[src/rtl/uart_tx_arb.sv]
// uart_tx_arb: packet-locked, round-robin arbiter sharing one UART TX byte
// interface between two packet sources, with a mid-packet stall watchdog.
`timescale 1ns/1ps

module uart_tx_arb #(
  parameter logic [15:0] STALL_LEN = 16'd1000,
  parameter logic [3:0]  BUSY_WAIT = 4'd4
) (
  input  logic       clk,
  input  logic       rst,
  input  logic       init_done,
  input  logic       req0,
  input  logic [7:0] data0,
  input  logic       last0,
  output logic       ack0,
  input  logic       req1,
  input  logic [7:0] data1,
  input  logic       last1,
  output logic       ack1,
  output logic       tx_start,
  output logic [7:0] tx_data,
  input  logic       tx_busy,
  output logic [1:0] grant,
  output logic       abort
);

  localparam int unsigned STALL_W = 16;
  localparam int unsigned WAIT_W  = 4;

  typedef enum logic [1:0] {
    IDLE      = 2'd0,
    LOAD      = 2'd1,
    WAIT_BUSY = 2'd2,
    WAIT_DONE = 2'd3
  } state_t;

  state_t               state, state_nxt;
  logic                 prio, prio_nxt;
  logic                 last_r, last_nxt;
  logic [STALL_W-1:0]   stall_cnt, stall_nxt;
  logic [WAIT_W-1:0]    wait_cnt, wait_nxt;
  logic [1:0]           grant_nxt;
  logic                 tx_start_nxt;
  logic [7:0]           tx_data_nxt;
  logic                 ack0_nxt, ack1_nxt;
  logic                 abort_nxt;

  logic                 sel_c;
  logic                 req_g_c;
  logic [7:0]           data_g_c;
  logic                 last_g_c;

  // Mux the granted source's byte interface; grant[1] selects source 1
  always_comb begin
    sel_c    = grant[1];
    req_g_c  = sel_c ? req1  : req0;
    data_g_c = sel_c ? data1 : data0;
    last_g_c = sel_c ? last1 : last0;
  end

  // State and all registered outputs
  always_ff @(posedge clk or negedge rst) begin
    if (!rst) begin
      state     <= IDLE;
      prio      <= 1'b0;
      last_r    <= 1'b0;
      stall_cnt <= '0;
      wait_cnt  <= '0;
      grant     <= 2'b00;
      tx_start  <= 1'b0;
      tx_data   <= 8'h00;
      ack0      <= 1'b0;
      ack1      <= 1'b0;
      abort     <= 1'b0;
    end else begin
      state     <= state_nxt;
      prio      <= prio_nxt;
      last_r    <= last_nxt;
      stall_cnt <= stall_nxt;
      wait_cnt  <= wait_nxt;
      grant     <= grant_nxt;
      tx_start  <= tx_start_nxt;
      tx_data   <= tx_data_nxt;
      ack0      <= ack0_nxt;
      ack1      <= ack1_nxt;
      abort     <= abort_nxt;
    end
  end

  // Next-state and next-output logic
  always_comb begin
    state_nxt    = state;
    prio_nxt     = prio;
    last_nxt     = last_r;
    stall_nxt    = stall_cnt;
    wait_nxt     = wait_cnt;
    grant_nxt    = grant;
    tx_start_nxt = 1'b0;
    tx_data_nxt  = tx_data;
    ack0_nxt     = 1'b0;
    ack1_nxt     = 1'b0;
    abort_nxt    = 1'b0;

    case (state)
      IDLE: begin
        if (init_done && (req0 || req1)) begin
          if (req0 && req1) begin
            grant_nxt = prio ? 2'b10 : 2'b01;
          end else begin
            grant_nxt = req1 ? 2'b10 : 2'b01;
          end
          stall_nxt = '0;
          state_nxt = LOAD;
        end
      end

      LOAD: begin
        if (req_g_c) begin
          // Hold off while the UART is still shifting the previous byte
          if (!tx_busy) begin
            tx_start_nxt = 1'b1;
            tx_data_nxt  = data_g_c;
            ack0_nxt     = ~sel_c;
            ack1_nxt     = sel_c;
            last_nxt     = last_g_c;
            stall_nxt    = '0;
            wait_nxt     = '0;
            state_nxt    = WAIT_BUSY;
          end
        end else if (stall_cnt == STALL_LEN - 16'd1) begin
          abort_nxt = 1'b1;
          grant_nxt = 2'b00;
          prio_nxt  = ~sel_c;
          stall_nxt = '0;
          state_nxt = IDLE;
        end else begin
          stall_nxt = stall_cnt + 16'd1;
        end
      end

      WAIT_BUSY: begin
        // A start the UART never acknowledged times out into WAIT_DONE
        if (tx_busy || (wait_cnt == BUSY_WAIT - 4'd1)) begin
          state_nxt = WAIT_DONE;
        end else begin
          wait_nxt = wait_cnt + 4'd1;
        end
      end

      WAIT_DONE: begin
        if (!tx_busy) begin
          if (last_r) begin
            grant_nxt = 2'b00;
            prio_nxt  = ~sel_c;
            state_nxt = IDLE;
          end else begin
            stall_nxt = '0;
            state_nxt = LOAD;
          end
        end
      end

      default: begin
        grant_nxt = 2'b00;
        state_nxt = IDLE;
      end
    endcase
  end

endmodule

[config.mk]
export PLATFORM = sky130hd
export DESIGN_NAME = uart_tx_arb
export DESIGN_NICKNAME = d
export VERILOG_FILES = /design/src/rtl/uart_tx_arb.sv
export SDC_FILE = /design/constraint.sdc
export NUM_CORES = 1
export LEC_CHECK = 0
export BUFFER_PORTS_ARGS = -buffer_cell sky130_fd_sc_hd__buf_4
export CAP_MARGIN = 0
export CORE_UTILIZATION = 55
export CTS_CLUSTER_DIAMETER = 100
export DETAILED_ROUTE_END_ITERATION = 8
export PLACE_DENSITY = 0.86
export SYNTH_ARGS = -nofsm -noshare
export SYNTH_HDL_FRONTEND = slang
export SYNTH_SLANG_ARGS = --single-unit
[constraint.sdc]
create_clock -name clk -period 2.73 [get_ports clk]
set_clock_uncertainty 0.1 [all_clocks]
set_input_delay 0.6825 -clock clk [delete_from_list [all_inputs] [get_ports clk]]
set_output_delay 0.6825 -clock clk [all_outputs]
set_load 0.005 [all_outputs]
# After elaboration in Yosys (flattened, before gate mapping)
# Cells that the tools add are included.
[totals]
regBits = 38
input_bits = 24
out_inout_bits = 14
[op_classes]
addsub = 2
eq_ne = 17
n_mux = 47
bitwise_logic = 2
n_reduce_logical = 14
[ops]
columns = ["operator", "count"]
rows = [
  ["two-way mux 16 bit", 6],
  ["one-hot mux 16 bit (3 select lines)", 1],
  ["two-way mux 2 bit", 13],
  ["inequality test 2 bit (second input constant)", 10],
  ["two-way mux 1 bit", 19],
  ["adder 16 x 1 -> 16 bit (second input constant)", 1],
  ["== test 16 x 10 -> 1 bit (second input constant)", 1],
  ["AND reduction 5 bit", 3],
  ["two-way mux 4 bit", 3],
  ["two-way mux 8 bit", 1],
  ["one-hot mux 2 bit (4 select lines)", 1],
  ["one-hot mux 4 bit (2 select lines)", 1],
  ["inequality test 3 bit (second input constant)", 2],
  ["one-hot mux 2 bit (3 select lines)", 1],
  ["AND reduction 6 bit", 1],
  ["adder 4 x 1 -> 4 bit (second input constant)", 1],
  ["== test 2 bit (second input constant)", 2],
  ["== test 4 x 2 -> 1 bit (second input constant)", 1],
  ["AND reduction 4 bit", 1],
  ["nonzero test 2 bit", 2],
  ["AND reduction 3 bit", 1],
  ["nonzero test 3 bit", 1],
  ["== test 2 x 1 -> 1 bit (second input constant)", 1],
  ["logical AND 1 bit", 2],
  ["other kinds (4)", 6],
]

# Longest topological paths before layout
[depth]
ltp_word = 4
depth_mapped = 9
ltp_nobuf = 7

# Least setup slack after synthesis
# Ideal clock, no wire load.
[synth_path]
path_kind = "input to register"
startpoint = "input req0"
endpoint = "register stall_cnt[10]"
setup_time_ns = 0.093
arrival_ns = 2.012
t_required_ns = 2.537
path_slack_ns = 0.525
stages = 6
n_path_buf = 1
path_cell_list = "mux2i_4 o21ai_1 or3_1 buf_2 or3_4 o31ai_2"
[synth_between]
elab_chain_cells = 4
elab_cells_between_ends = 8
cone_classes = "eq/ne: 2; mux: 3; reduce/logical: 3"
[synth_rtl]
columns = ["element", "line_no", "source"]
rows = [
  ["start: declaration", "12", "input logic req0,"],
  ["logical OR 1 bit", "106", "if (init_done && (req0 || req1)) begin"],
  ["logical AND 1 bit", "106", ""],
  ["inequality test 2 bit (no line)", "--", ""],
  ["AND reduction 5 bit (no line)", "--", ""],
  ["end signal: assignment", "79", "stall_cnt <= stall_nxt;"],
  ["end: declaration", "40", "logic [STALL_W-1:0] stall_cnt, stall_nxt;"],
]
# Parallel ways exist; a longest one is shown, timed or not.
# A chain may end at the register's enable or synchronous reset.

==> impl_results.md <==
- Area taken by multi-input logic gates: 1129 sq um
- Hold crit path type: input port to asynchronous set/reset pin
- Filler cells: 301
- Synth Net Count: 270
- Sequential-to-total area share from yosys stat: 0.4360
- Netlist cell types: 45
- WL/cell: 15.32 microns
- CTS hold repair buffers: 0
- First-pass GRT wire length: 8266 microns
- Max VDD drop: 405.6 uV
- Crit Path Class: flop to flop
- Final Hold Fails: 0
- Worst Path Max Fanout: 13
- Syn avg cell area: 9.087 sq um
- MaxCap Viol Count: 0
- Tot GR Track Use: 0.2600
- Core area: 3744 sq um
- CP max-delay cell: or3_1
- Die H: 64.97 microns
- Starting density of the core: 0.5826
- RSZ-0062 raised after global routing: false
- Crit-path cells: ha_1 > o21ai_0 > o21ai_1 > or3_1 > buf_4 > nand2b_4 > o31ai_1
- Worst-Margin Slew: 1.105 ns
- Pre-Repair DR Iteration Count: 4
- Routed Antenna Nets: 0
- PD cells: 826.0 nW/um^2
- Final Cell Area: 2595 sq um
- DRC violations left: 0
- WHS: 0.2414 ns
- Max transition margin: 0.2607
- Fmax: 422.2 MHz
- Total power: 2.143 mW
- Commonest non-fill, non-tap cell in the layout: buf_4
- Die W: 64.97 microns
- Area share of the largest cell type after synthesis: 0.4360
- YS warnings: 0
- Inserted Clock Buffers: 5
- Max incr delay on CP: 0.48 ns
- CTS tree: built
- Grt total ovfl: 0
- Num Clock Sinks: 38
- Worst-skew pair later-pin latency: 0.29 ns
- Post-CTS Resized: 0
- Syn Inst Count: 240
- CP Capture Type: flop
- Vias in the first global route: 1884
- Sequential cell area: 950.9 sq um
- Most frequent cells in the layout: buf_4 (42), dfrtp_1 (38), nor2_1 (20), nand2_1 (20), a21oi_1 (17)
- Die ar.: 4221 sq um
- Worst Setup Start Kind: flop
- CP top delay family: simple AND/OR/NAND/NOR gates
- CTS H-tree lvls: 2
- Final WL: 4994 microns
- Fin crit period: 2.369 ns
- DP HPWL: 3681 microns
- P_leak: 1.104 nW
- Fraction of layout cells with a size suffix above 1: 0.2158
- Diode count: 0
- IO Pins: 38
- Setup violators final: 0
- WP data required: 2.83 ns
- Placer Congestion: 0.8925
- Clock Path Buffers: 2
- # port buffers: 37
- Count of state elements after synthesis: 38
- Post-layout net count: 307
- Max Slew Vio Count: 0
- Clock Tree Root: clkbuf_8
- Crit share post-route: 0.8676
- Largest net degree at the start of global routing: 39
- Post-synth top area cell: dfrtp_1
- Synth area leaders: dfrtp_1 (44%), mux2i_1 (5.0%), a21oi_1 (3.9%)
- Final setup TNS: 0 ns
- WP data arrival: 2.47 ns
- CP Buf/Inv Count: 1
- Setup ws final: 0.3613 ns
- Syn-to-layout area delta: 18.99%
- Iter 0 DRT Violations: 119
- Clock transition at path regs: 0.07 ns
- Via/cell ratio: 5.905
- Post-CTS Setup Inserts: 0
- Initial antenna violation count: 0
- Dpl ws: 0.2806 ns
- Num rows: 22
- Via count: 1925
- Area after DPL: 2500 sq um
- Status: complete, no violations
- Cell Area, Synth: 2181 sq um
-- routing by layer --
| layer | wire (microns) | share of wire | vias up | track usage |
|---|---|---|---|---|
| met3 | 197 | 0.039 | 9 | 0.05458 |
| met5 | 0 | 0 | - | 0 |
| li1 | - | - | 942 | - |
| met2 | 2633 | 0.53 | 50 | 0.4570 |
| met1 | 2091 | 0.42 | 924 | 0.3061 |
| met4 | 70 | 0.014 | 0 | 0.1028 |
-- worst register-to-register path: cells and delay by family, from the launching register on --
| family | cells | cell delay, ns |
|---|---|---|
| adder cells (fa/ha/maj) | 1 | 0.34 |
| flip-flops | 1 | 0.44 |
| AO/OA/AOI/OAI | 3 | 0.47 |
| buffers and inverters | 1 | 0.23 |
| AND/OR/NAND/NOR | 2 | 0.70 |
-- worst paths after layout --
| kind | from | end | slack [ns] | cells past startpoint |
|---|---|---|---|---|
| worst max-delay path | flop | stall_cnt[15] | 0.36 | 7 |
| worst min-delay path | rst | stall_cnt[13] | 0.24 | 1 |
| worst max register to register | flop | stall_cnt[15] | 0.36 | 7 |
| worst min register to register | stall_cnt[15] | stall_cnt[15] | 0.42 | 1 |
| max in group asynchronous | rst | tx_data[6] | 1.95 | 1 |
| min in group clk | stall_cnt[15] | stall_cnt[15] | 0.42 | 1 |
-- sequential cells by signal, summed over array words and instances (netlist names), named ones only --
name       count
stall_cnt     16
ack1           1
tx_data        8
prio           1
ack0           1
last_r         1
wait_cnt       4
abort          1
grant          2
state          1
tx_start       1
-- per-stage QoR --
| step | cells | utilization |
|---|---|---|
| 2_1_floorplan | 240 | - |
| 3_3_place_gp | 318 | 0.6678 |
| 3_5_place_dp | 318 | 0.6678 |
| 4_1_cts | 326 | 0.6932 |
| 5_1_grt | 326 | 0.6932 |
| 6_report | 326 | 0.6932 |
-- report_power, final --
group          internal [mW]  switching [mW]  total [mW]
logic                  0.430           0.526       0.956
registers              0.689          0.0919       0.781
clock network          0.203           0.204       0.407
total                   1.32           0.822        2.14
-- cell type report --
type,instances,share of cell area
flip-flops and latches,38,0.3664
well taps,48,0.02314
clock inverters,2,0.004822
repair buffers,42,0.1215
multi-input cells,178,0.4349
clock buffers,6,0.03182
inverters,12,0.01736
-- cell usage after synthesis (all sizes together) --
master and n:
ha 6, nor4 3, and2 1, a22o 1, mux2i 12, nand2b 6
o22ai 5, or4 2, nand2 20, nand3 15, nor3b 5, dfrtp 38
nor4bb 1, inv 12, nor4b 1, buf 4, clkbuf 8, o22a 1
a21oi 17, and3 3, a211oi 3, o21ai 21, or3 2, a32oi 1
and4 1, or4b 1, o211ai 1, a2bb2oi 2, nand4 6, nor3 8
mux2 2, nor2 21, o31ai 7, nand3b 2, or2 1
-- cell families (layout without fill, tap and decap cells) --
kind of cell,count (synthesis),count (layout),share of synthesized area
AND/OR/NAND/NOR,99,99,0.2501
AO/OA/AOI/OAI,59,59,0.1618
flip-flops,38,38,0.4360
buffers and inverters,24,62,0.04647
multiplexers,14,14,0.07114
adder cells (fa/ha/maj),6,6,0.03442
Note: power is estimated with default switching activity, not from simulation.
